--- config.mk ---
export PLATFORM = sky130hd
export DESIGN_NAME = seg_reg_ctrl
export DESIGN_NICKNAME = d
export VERILOG_FILES = /design/src/rtl/pipe_ctrl_pkg.sv /design/src/rtl/seg_reg_ctrl_counter.sv /design/src/rtl/seg_reg_ctrl_load_use_detect.sv /design/src/rtl/seg_reg_ctrl.sv
export SDC_FILE = /design/constraint.sdc
export NUM_CORES = 1
export LEC_CHECK = 0
export ABC_AREA = 1
export ABC_CLOCK_PERIOD_IN_PS = 2250
export BUFFER_PORTS_ARGS = -buffer_cell sky130_fd_sc_hd__buf_2
export CELL_PAD_IN_SITES_DETAIL_PLACEMENT = 1
export CELL_PAD_IN_SITES_GLOBAL_PLACEMENT = 1
export CORE_MARGIN = 5
export CORE_UTILIZATION = 37
export CTS_CLUSTER_DIAMETER = 150
export DETAILED_ROUTE_END_ITERATION = 10
export PLACE_DENSITY_LB_ADDON = 0.05
export SLEW_MARGIN = 20
export SYNTH_ARGS = -nofsm -noshare
export SYNTH_HDL_FRONTEND = slang
export SYNTH_HIERARCHICAL = 1
export SYNTH_SLANG_ARGS = --single-unit
--- constraint.sdc ---
create_clock -name clk -period 2.25 [get_ports clk]
set_input_delay 0.225 -clock clk [delete_from_list [all_inputs] [get_ports clk]]
set_output_delay 0.225 -clock clk [all_outputs]
set_load 0.02 [all_outputs]
--- src/rtl/pipe_ctrl_pkg.sv ---
// Shared types and constants for the pipeline sequencing controller.
package pipe_ctrl_pkg;

  typedef enum logic [1:0] {
    RUN     = 2'd0,
    I_WAIT  = 2'd1,
    D_WAIT  = 2'd2,
    DI_WAIT = 2'd3
  } ctrl_state_t;

  typedef struct packed {
    logic en;
    logic clear;
  } seg_ctl_t;

  localparam logic [4:0] REG_ZERO = 5'd0;

endpackage

--- src/rtl/seg_reg_ctrl_counter.sv ---
// Free-running event counter with synchronous clear; wraps at 2^W.
module perf_counter #(
  parameter int unsigned W = 32
) (
  input  logic         clk,
  input  logic         rst,
  input  logic         inc,
  output logic [W-1:0] cnt
);

  always_ff @(posedge clk) begin
    if (rst)      cnt <= '0;
    else if (inc) cnt <= cnt + 1'b1;
  end

endmodule

--- src/rtl/seg_reg_ctrl_load_use_detect.sv ---
// Flags a load in EX whose destination feeds a source operand of the ID instruction.
module load_use_detect
  import pipe_ctrl_pkg::*;
(
  input  logic [4:0] Rs1D,
  input  logic [4:0] Rs2D,
  input  logic [4:0] RdE,
  input  logic       MemToRegE,
  output logic       load_use
);

  assign load_use = MemToRegE && (RdE != REG_ZERO) &&
                    ((RdE == Rs1D) || (RdE == Rs2D));

endmodule

--- src/rtl/seg_reg_ctrl.sv ---
// Segment register enable/clear sequencing for the five-stage core, with
// cache-miss tracking FSM and stall/flush performance counters.
module seg_reg_ctrl
  import pipe_ctrl_pkg::*;
#(
  parameter int unsigned CNT_W = 32
) (
  input  logic             clk,
  input  logic             rst,
  input  logic [4:0]       Rs1D,
  input  logic [4:0]       Rs2D,
  input  logic [4:0]       RdE,
  input  logic             MemToRegE,
  input  logic             BranchE,
  input  logic             JalrE,
  input  logic             JalD,
  input  logic             icache_miss,
  input  logic             icache_done,
  input  logic             dcache_miss,
  input  logic             dcache_done,
  output logic             en_F,
  output logic             en_D,
  output logic             en_E,
  output logic             en_M,
  output logic             en_W,
  output logic             clear_D,
  output logic             clear_E,
  output logic             clear_M,
  output logic             clear_W,
  output logic [CNT_W-1:0] stall_cnt,
  output logic [CNT_W-1:0] flush_cnt
);

  ctrl_state_t state, state_nx;
  seg_ctl_t    d_ctl, e_ctl, m_ctl, w_ctl;
  logic        f_en;
  logic        load_use;
  logic        i_pend, d_pend, in_run;
  logic        d_freeze, i_block, i_stall, redirect;

  load_use_detect u_lu (
    .Rs1D      (Rs1D),
    .Rs2D      (Rs2D),
    .RdE       (RdE),
    .MemToRegE (MemToRegE),
    .load_use  (load_use)
  );

  always_ff @(posedge clk) begin
    if (rst) state <= RUN;
    else     state <= state_nx;
  end

  always_comb begin
    state_nx = state;
    unique case (state)
      RUN: begin
        if (dcache_miss && icache_miss) state_nx = DI_WAIT;
        else if (dcache_miss)           state_nx = D_WAIT;
        else if (icache_miss)           state_nx = I_WAIT;
      end
      I_WAIT: begin
        if (icache_done)      state_nx = RUN;
        else if (dcache_miss) state_nx = DI_WAIT;
      end
      D_WAIT: begin
        if (dcache_done) state_nx = icache_miss ? I_WAIT : RUN;
      end
      DI_WAIT: begin
        if (icache_done && dcache_done) state_nx = RUN;
        else if (icache_done)           state_nx = D_WAIT;
        else if (dcache_done)           state_nx = I_WAIT;
      end
      default: state_nx = RUN;
    endcase
  end

  assign in_run   = (state == RUN);
  assign i_pend   = (state == I_WAIT) || (state == DI_WAIT);
  assign d_pend   = (state == D_WAIT) || (state == DI_WAIT);
  assign d_freeze = (d_pend && !dcache_done) || (in_run && dcache_miss);
  assign i_block  = i_pend && !icache_done;
  // A done pulse only counts once the miss has been registered.
  assign i_stall  = i_block || (in_run && icache_miss);
  assign redirect = BranchE || JalrE;

  always_comb begin
    f_en  = 1'b1;
    d_ctl = '{en: 1'b1, clear: 1'b0};
    e_ctl = '{en: 1'b1, clear: 1'b0};
    m_ctl = '{en: 1'b1, clear: 1'b0};
    w_ctl = '{en: 1'b1, clear: 1'b0};
    if (!rst) begin
      if (d_freeze) begin
        f_en  = 1'b0;
        d_ctl = '0;
        e_ctl = '0;
        m_ctl = '0;
        w_ctl = '0;
      end else if (i_block && redirect) begin
        f_en        = 1'b0;
        d_ctl.en    = 1'b0;
        e_ctl.en    = 1'b0;
        m_ctl.clear = 1'b1;
      end else if (redirect) begin
        d_ctl.clear = 1'b1;
        e_ctl.clear = 1'b1;
      end else if (JalD) begin
        d_ctl.clear = 1'b1;
      end else if (load_use) begin
        f_en        = 1'b0;
        d_ctl.en    = 1'b0;
        e_ctl.clear = 1'b1;
      end else if (i_stall) begin
        f_en        = 1'b0;
        d_ctl.clear = 1'b1;
      end
    end
  end

  assign en_F    = f_en;
  assign en_D    = d_ctl.en;
  assign en_E    = e_ctl.en;
  assign en_M    = m_ctl.en;
  assign en_W    = w_ctl.en;
  assign clear_D = d_ctl.clear;
  assign clear_E = e_ctl.clear;
  assign clear_M = m_ctl.clear;
  assign clear_W = w_ctl.clear;

  perf_counter #(.W(CNT_W)) u_stall_cnt (
    .clk (clk),
    .rst (rst),
    .inc (!(en_F && en_D && en_E && en_M && en_W)),
    .cnt (stall_cnt)
  );

  perf_counter #(.W(CNT_W)) u_flush_cnt (
    .clk (clk),
    .rst (rst),
    .inc (clear_D || clear_E),
    .cnt (flush_cnt)
  );

endmodule

==> reports/qor.yml, run 1 <==
worst_setup_path:
  crit_buf_inv: 0
  crit_chain: "nor2_2 > nand2_1 > nand2_1 > nor3_1 > nand2_1 > nand2_1 > nand2_2 > nor2_4 > nand3_4 > nor2_2 > nand3_1 > nand2_1 > nor2_1"
  rr_worst_depth: 13
  crit_path_start_kind: "flop"
  end_kind: "flop"
  cp_top_family: "simple AND/OR/NAND/NOR gates"
  path_class: "flop to flop"
  worst-path-max-fanout: 6
  worst_ep_required_time_ps: 2510
  cpPeakStageDelay_ps: 430
  crit_arrival_ps: 2300
  path_depth: 13
  crit_path_frequent_cell: "nand2_1"
  crit_slowest_cell: "dfxtp_1"
floorplan:
  initial_core_util_pct: 37.9
  die_w_um: 116
  core_um2: 10900
  rows: 38
  io_pins: 98
  dieArea_um2: 13400
  fp.dieH_um: 116
clock_network:
  htreeDepth: 3
  cts_tree: "built"
  clockBufferDepth: 2
  clk_pin_slew_ps: 70
  numClockSinks: 66
  cts.root.buffer_cell: "clkbuf_8"
  cts-buffers-inserted: 9
  cts_hold_buf: 0
  clock_latency_ps: 360
synthesis:
  syn_nets: 665
  ys_types: 30
  avgSynthCellArea_um2: 6.46
  syn_area_um2: 4120
  postSynthCellCount: 638
  ys_ff_latch: 66
  ys_seq_area_share_pct: 32.0
  yosys_warnings: 6
min_path:
  min_path_cells: 2
  hp-class: "primary input to flop"
final_layout:
  areaGrowthSynthToFinish_pct: 21.1
  layout_commonest_cell: "nand2_1"
  layout-drive-gt1-share_pct: 27.8
  final_cell_mix: "146 x nand2_1, 96 x buf_2, 93 x nor2_1"
  n_antenna_cell: 0
  fin_area_um2: 4990
  multi_input_area_um2: 2390
  fillers: 1497
  regArea_um2: 1320
  fin_nets: 773
  fin_util_pct: 45.9
global_route:
  grt_usage_pct: 19.0
  grt_max_degree: 17
  grt_pass1_wl_um: 20300
  antenna_found_initial: 0
  overflow: 0
  grt_pass1_vias: 4392
detailed_routing:
  wire_per_inst_um: 13.7
  wl_um: 12200
  dr.pass1.iters: 4
  viasPerCell: 4.90
  drc: 0
  num_vias: 4366
  ant_nets: 0
  drt_iter0_markers: 122
sta:
  finalSetupViolations: 0
  rsz0062_at_grt: "false"
  worst_pin_slew_ps: 548
  finalHoldViolations: 0
  fmax_ghz: 0.490
  drv_slew: 0
  hold_slack_ps: 190
  fin_worst_skew_ps: 6.51
  slew_headroom_pct: 63.4
  period_share_pct: 90.6
  min_period_ps: 2040
place:
  dpl-instance-area_um2: 4800
  dp_hpwl_um: 9700
  gp_congestion: 0.839
  placement.io_buffers: 96
power_and_ir_drop:
  p_per_area_nw_per_um2: 528
  ir_worst_vdd_uv: 248
  leakagePower_nw: 2.39
job:
  drv_cap: 0
outcome:
  status: "complete, no violations"
[what timing repair did]
item | 4_1_cts | 5_1_grt
endpoints found under the setup margin | 0 | 5
gates resized for setup | 0 | 3
setup buffers | 0 | 0
[metal layers]
layer / global-route usage [%] / vias to the layer above / wire length, µm
met5: 0 / - / 0
met2: 32.7 / 79 / 5950
met1: 23.0 / 2051 / 5440
li1: - / 2223 / -
met3: 4.54 / 13 / 632
met4: 6.96 / 0 / 172
[final timing paths]
kind / endpoint / from / slack (ps)
setup reg to reg: u_flush_cnt/cnt[28]$_SDFFE_PP0P_ / state[1]$_SDFFE_PP0P_ / 210
setup / recovery: u_flush_cnt/cnt[28]$_SDFFE_PP0P_ / state[1]$_SDFFE_PP0P_ / 210
hold / removal: u_stall_cnt/cnt[13]$_SDFFE_PP0P_ / rst / 190
hold reg to reg: u_stall_cnt/cnt[6]$_SDFFE_PP0P_ / u_stall_cnt/cnt[6]$_SDFFE_PP0P_ / 510
[layout make-up]
cell class	count	area share, %
Multi-Input combinational cell	468	47.9
Sequential cell	66	26.5
Inverter	94	7.16
Clock inverter	2	0.200
Timing Repair Buffer	107	11.3
Tap cell	140	3.51
Clock buffer	14	3.46
[cells in the mapped netlist, drive strengths merged]
library cell    n  share of area (%)
xnor2           8                1.7
nand4          18                2.7
o21a            4               0.73
conb            1              0.091
buf            10                1.6
and3            2               0.30
a21oi          43                5.4
nand3          56                7.8
dfxtp          66                 32
xor2            1               0.21
nand2         172                 17
nor3            5               0.61
o21ai          18                2.2
nor2          136                 18
ha              2               0.61
inv            94                8.7
a31o            2               0.42
[flip-flops by register name, indices dropped and copies added (netlist names)]
register         flops
state                2
u_flush_cnt/cnt     32
u_stall_cnt/cnt     32
[kinds of logic after synthesis]
family / Yosys count / share of synthesized area, %
AO/OA/AOI/OAI: 67 / 8.74
other: 1 / 0.0909
adder cells (fa/ha/maj): 2 / 0.607
AND/OR/NAND/NOR: 389 / 46.4
XOR/XNOR: 9 / 1.91
flip-flops: 66 / 32.0
buffers and inverters: 104 / 10.3
[through the flow]
stage / setup slack (ps) / std cells / setup TNS (ps) / power [W]
2_1_floorplan: 319 / 638 / 0 / 0.00156
3_3_place_gp: -15.1 / 875 / -17.5 / 0.00168
3_5_place_dp: -112 / 875 / -1510 / 0.00170
4_1_cts: 190 / 891 / 0 / 0.00268
5_1_grt: 22.6 / 891 / 0 / 0.00279
6_report: 211 / 891 / 0 / 0.00264
[power breakdown]
| group | switching (W) | total, W | leakage [nW] | internal [W] |
|---|---|---|---|---|
| combinational | 0.000292 | 0.000441 | 1.76 | 0.000149 |
| clock | 0.000479 | 0.000968 | 0.0965 | 0.000488 |
| sequential | 0.0000375 | 0.00123 | 0.533 | 0.00119 |
| total | 0.000809 | 0.00264 | 2.39 | 0.00183 |
(Power assumes the default switching activity.)
==> run 2: changes to the inputs <==
CAP_MARGIN = 20   (was unset)
GPL_ROUTABILITY_DRIVEN = 0   (was unset)
MAX_ROUTING_LAYER = met4   (was unset)
==> run 2 against run 1 <==
Net effect:
- die area stayed put
- critical path type unchanged
- worst hold slack better by 5.0 ps
- utilization stayed put
- largest power group unchanged
- first-iteration DRC count is 32% higher
- critical endpoint unchanged
- largest cell class unchanged
- clock skew is 0.70 ps higher
- combinational power hardly changed
- worst setup slack worse by 1.0 ps
- wire length is 0.20% lower
==> reports/qor.yml, run 2 (synthesis gave the netlist of run 1 again) <==
global_route:
  grt_use_met2_pct: 32.7
  overflow: 0
  use_met1_pct: 23.2
  grt.met3_usage_pct: 3.24
  grt_max_degree: 17
  antenna_found_initial: 0
  grt_pass1_wl_um: 20300
  top_usage_layer: "met2"
  grt_pass1_vias: 4399
  grt_usage_pct: 19.5
floorplan:
  initial_core_util_pct: 37.9
  core_um2: 10900
  die_w_um: 116
  io_pins: 98
  fp.dieH_um: 116
  dieArea_um2: 13400
  rows: 38
sta:
  fmax_ghz: 0.490
  drv_slew: 0
  layout_setup_ws_ps: 210
  fin_worst_skew_ps: 7.20
  rsz0062_at_grt: "false"
  finalSetupViolations: 0
  finalHoldViolations: 0
  period_share_pct: 90.7
  slew_headroom_pct: 63.3
  min_period_ps: 2040
  worst_pin_slew_ps: 550
clock_network:
  numClockSinks: 66
  clk_pin_slew_ps: 70
  cts_setup_buffers: 0
  cts-buffers-inserted: 9
  cts_tree: "built"
  clock_latency_ps: 360
  htreeDepth: 3
  clockBufferDepth: 2
  cts.root.buffer_cell: "clkbuf_8"
worst_setup_path:
  reg2reg_from: "state[1]$_SDFFE_PP0P_"
  end_kind: "flop"
  path_class: "flop to flop"
  crit_arrival_ps: 2300
  crit_path_start_kind: "flop"
  setup.worst_path.end: "u_flush_cnt/cnt[28]$_SDFFE_PP0P_"
  worstSetupStartpoint: "state[1]$_SDFFE_PP0P_"
  worst-path-max-fanout: 6
  reg2reg_slack_ps: 210
  rr_worst_depth: 13
  worst_ep_required_time_ps: 2510
  r2r-end: "u_flush_cnt/cnt[28]$_SDFFE_PP0P_"
detailed_routing:
  viasPerCell: 4.89
  wire_per_inst_um: 13.7
  num_vias: 4358
  wl_um: 12200
  drc: 0
  dr.pass1.iters: 4
  drt_iter0_markers: 161
  ant_nets: 0
final_layout:
  fin_nets: 773
  fillers: 1497
  n_antenna_cell: 0
  layout_commonest_cell: "nand2_1"
  regArea_um2: 1320
  multi_input_area_um2: 2390
  areaGrowthSynthToFinish_pct: 21.1
  fin_util_pct: 45.9
  final_cells: 891
  layout-drive-gt1-share_pct: 27.8
  largest_registers: "u_flush_cnt/cnt: 32 flops, u_stall_cnt/cnt: 32 flops, state: 2 flops"
  final_cell_mix: "146 x nand2_1, 96 x buf_2, 93 x nor2_1"
power_and_ir_drop:
  ir_worst_vdd_uv: 248
  p_per_area_nw_per_um2: 528
  total_power_w: 0.00264
  leakagePower_nw: 2.39
min_path:
  hp-class: "primary input to flop"
  min_from: "rst"
place:
  placement.io_buffers: 96
  post-place-cells: 875
  dp_hpwl_um: 9700
  place_ws_ps: -112
outcome:
  status: "complete, no violations"
job:
  drv_cap: 0
## run 2: power by group
| group | leakage (nW) | internal [W] | total [W] | switching (W) |
|---|---|---|---|---|
| registers | 0.533 | 0.00119 | 0.00123 | 0.0000376 |
| logic | 1.76 | 0.000149 | 0.000441 | 0.000292 |
| clock network | 0.0965 | 0.000488 | 0.000967 | 0.000478 |
## run 2: timing repair
item | 4_1_cts | 5_1_grt
resized for setup | 0 | 3
hold buffers | 0 | 0
setup endpoints to repair | 0 | 5
## run 2: critical path: stages (launching register included)
cell	delay, ps
dfxtp_1	430
nor2_2	100
nand2_1	70
nand2_1	90
nor3_1	150
nand2_1	110
nand2_1	210
nand2_2	120
nor2_4	130
nand3_4	130
nor2_2	190
nand3_1	90
nand2_1	80
nor2_1	50
## run 2: worst min path at each step
stage / to / slack [ps] / depth (start not counted)
3_3_place_gp: u_flush_cnt/cnt[10]$_SDFFE_PP0P_ / 490 / 1
5_1_grt: u_stall_cnt/cnt[9]$_SDFFE_PP0P_ / 200 / 2
2_1_floorplan: state[0]$_SDFFE_PP0P_ / 450 / 3
3_5_place_dp: u_flush_cnt/cnt[5]$_SDFFE_PP0P_ / 510 / 1
4_1_cts: u_stall_cnt/cnt[13]$_SDFFE_PP0P_ / 170 / 2
6_report: u_stall_cnt/cnt[13]$_SDFFE_PP0P_ / 190 / 2
## run 2: area by class of cell
class                      instances  share of cell area, %
clock buffer                      14                   3.46
timing repair buffer             107                   11.3
tap                              140                   3.51
sequential                        66                   26.5
multi-input combinational        468                   47.9
clock inverter                     2                  0.200
inverter                          94                   7.16
## run 2: metrics by stage
| step | TNS [ps] | hold slack [ps] | area (µm²) |
|---|---|---|---|
| 4_1_cts | 0 | 171 | 4980 |
| 2_1_floorplan | 0 | 450 | 4120 |
| 3_5_place_dp | -1510 | 508 | 4800 |
| 6_report | 0 | 195 | 4990 |
| 5_1_grt | 0 | 195 | 4990 |
| 3_3_place_gp | -17.5 | 489 | 4800 |
## run 2: per-layer routing
layer / share of wire (%) / up-vias
li1: - / 2222
met1: 45 / 2042
met2: 49 / 77
met3: 4.3 / 17
met4: 1.9 / 0
met5: 0 / -
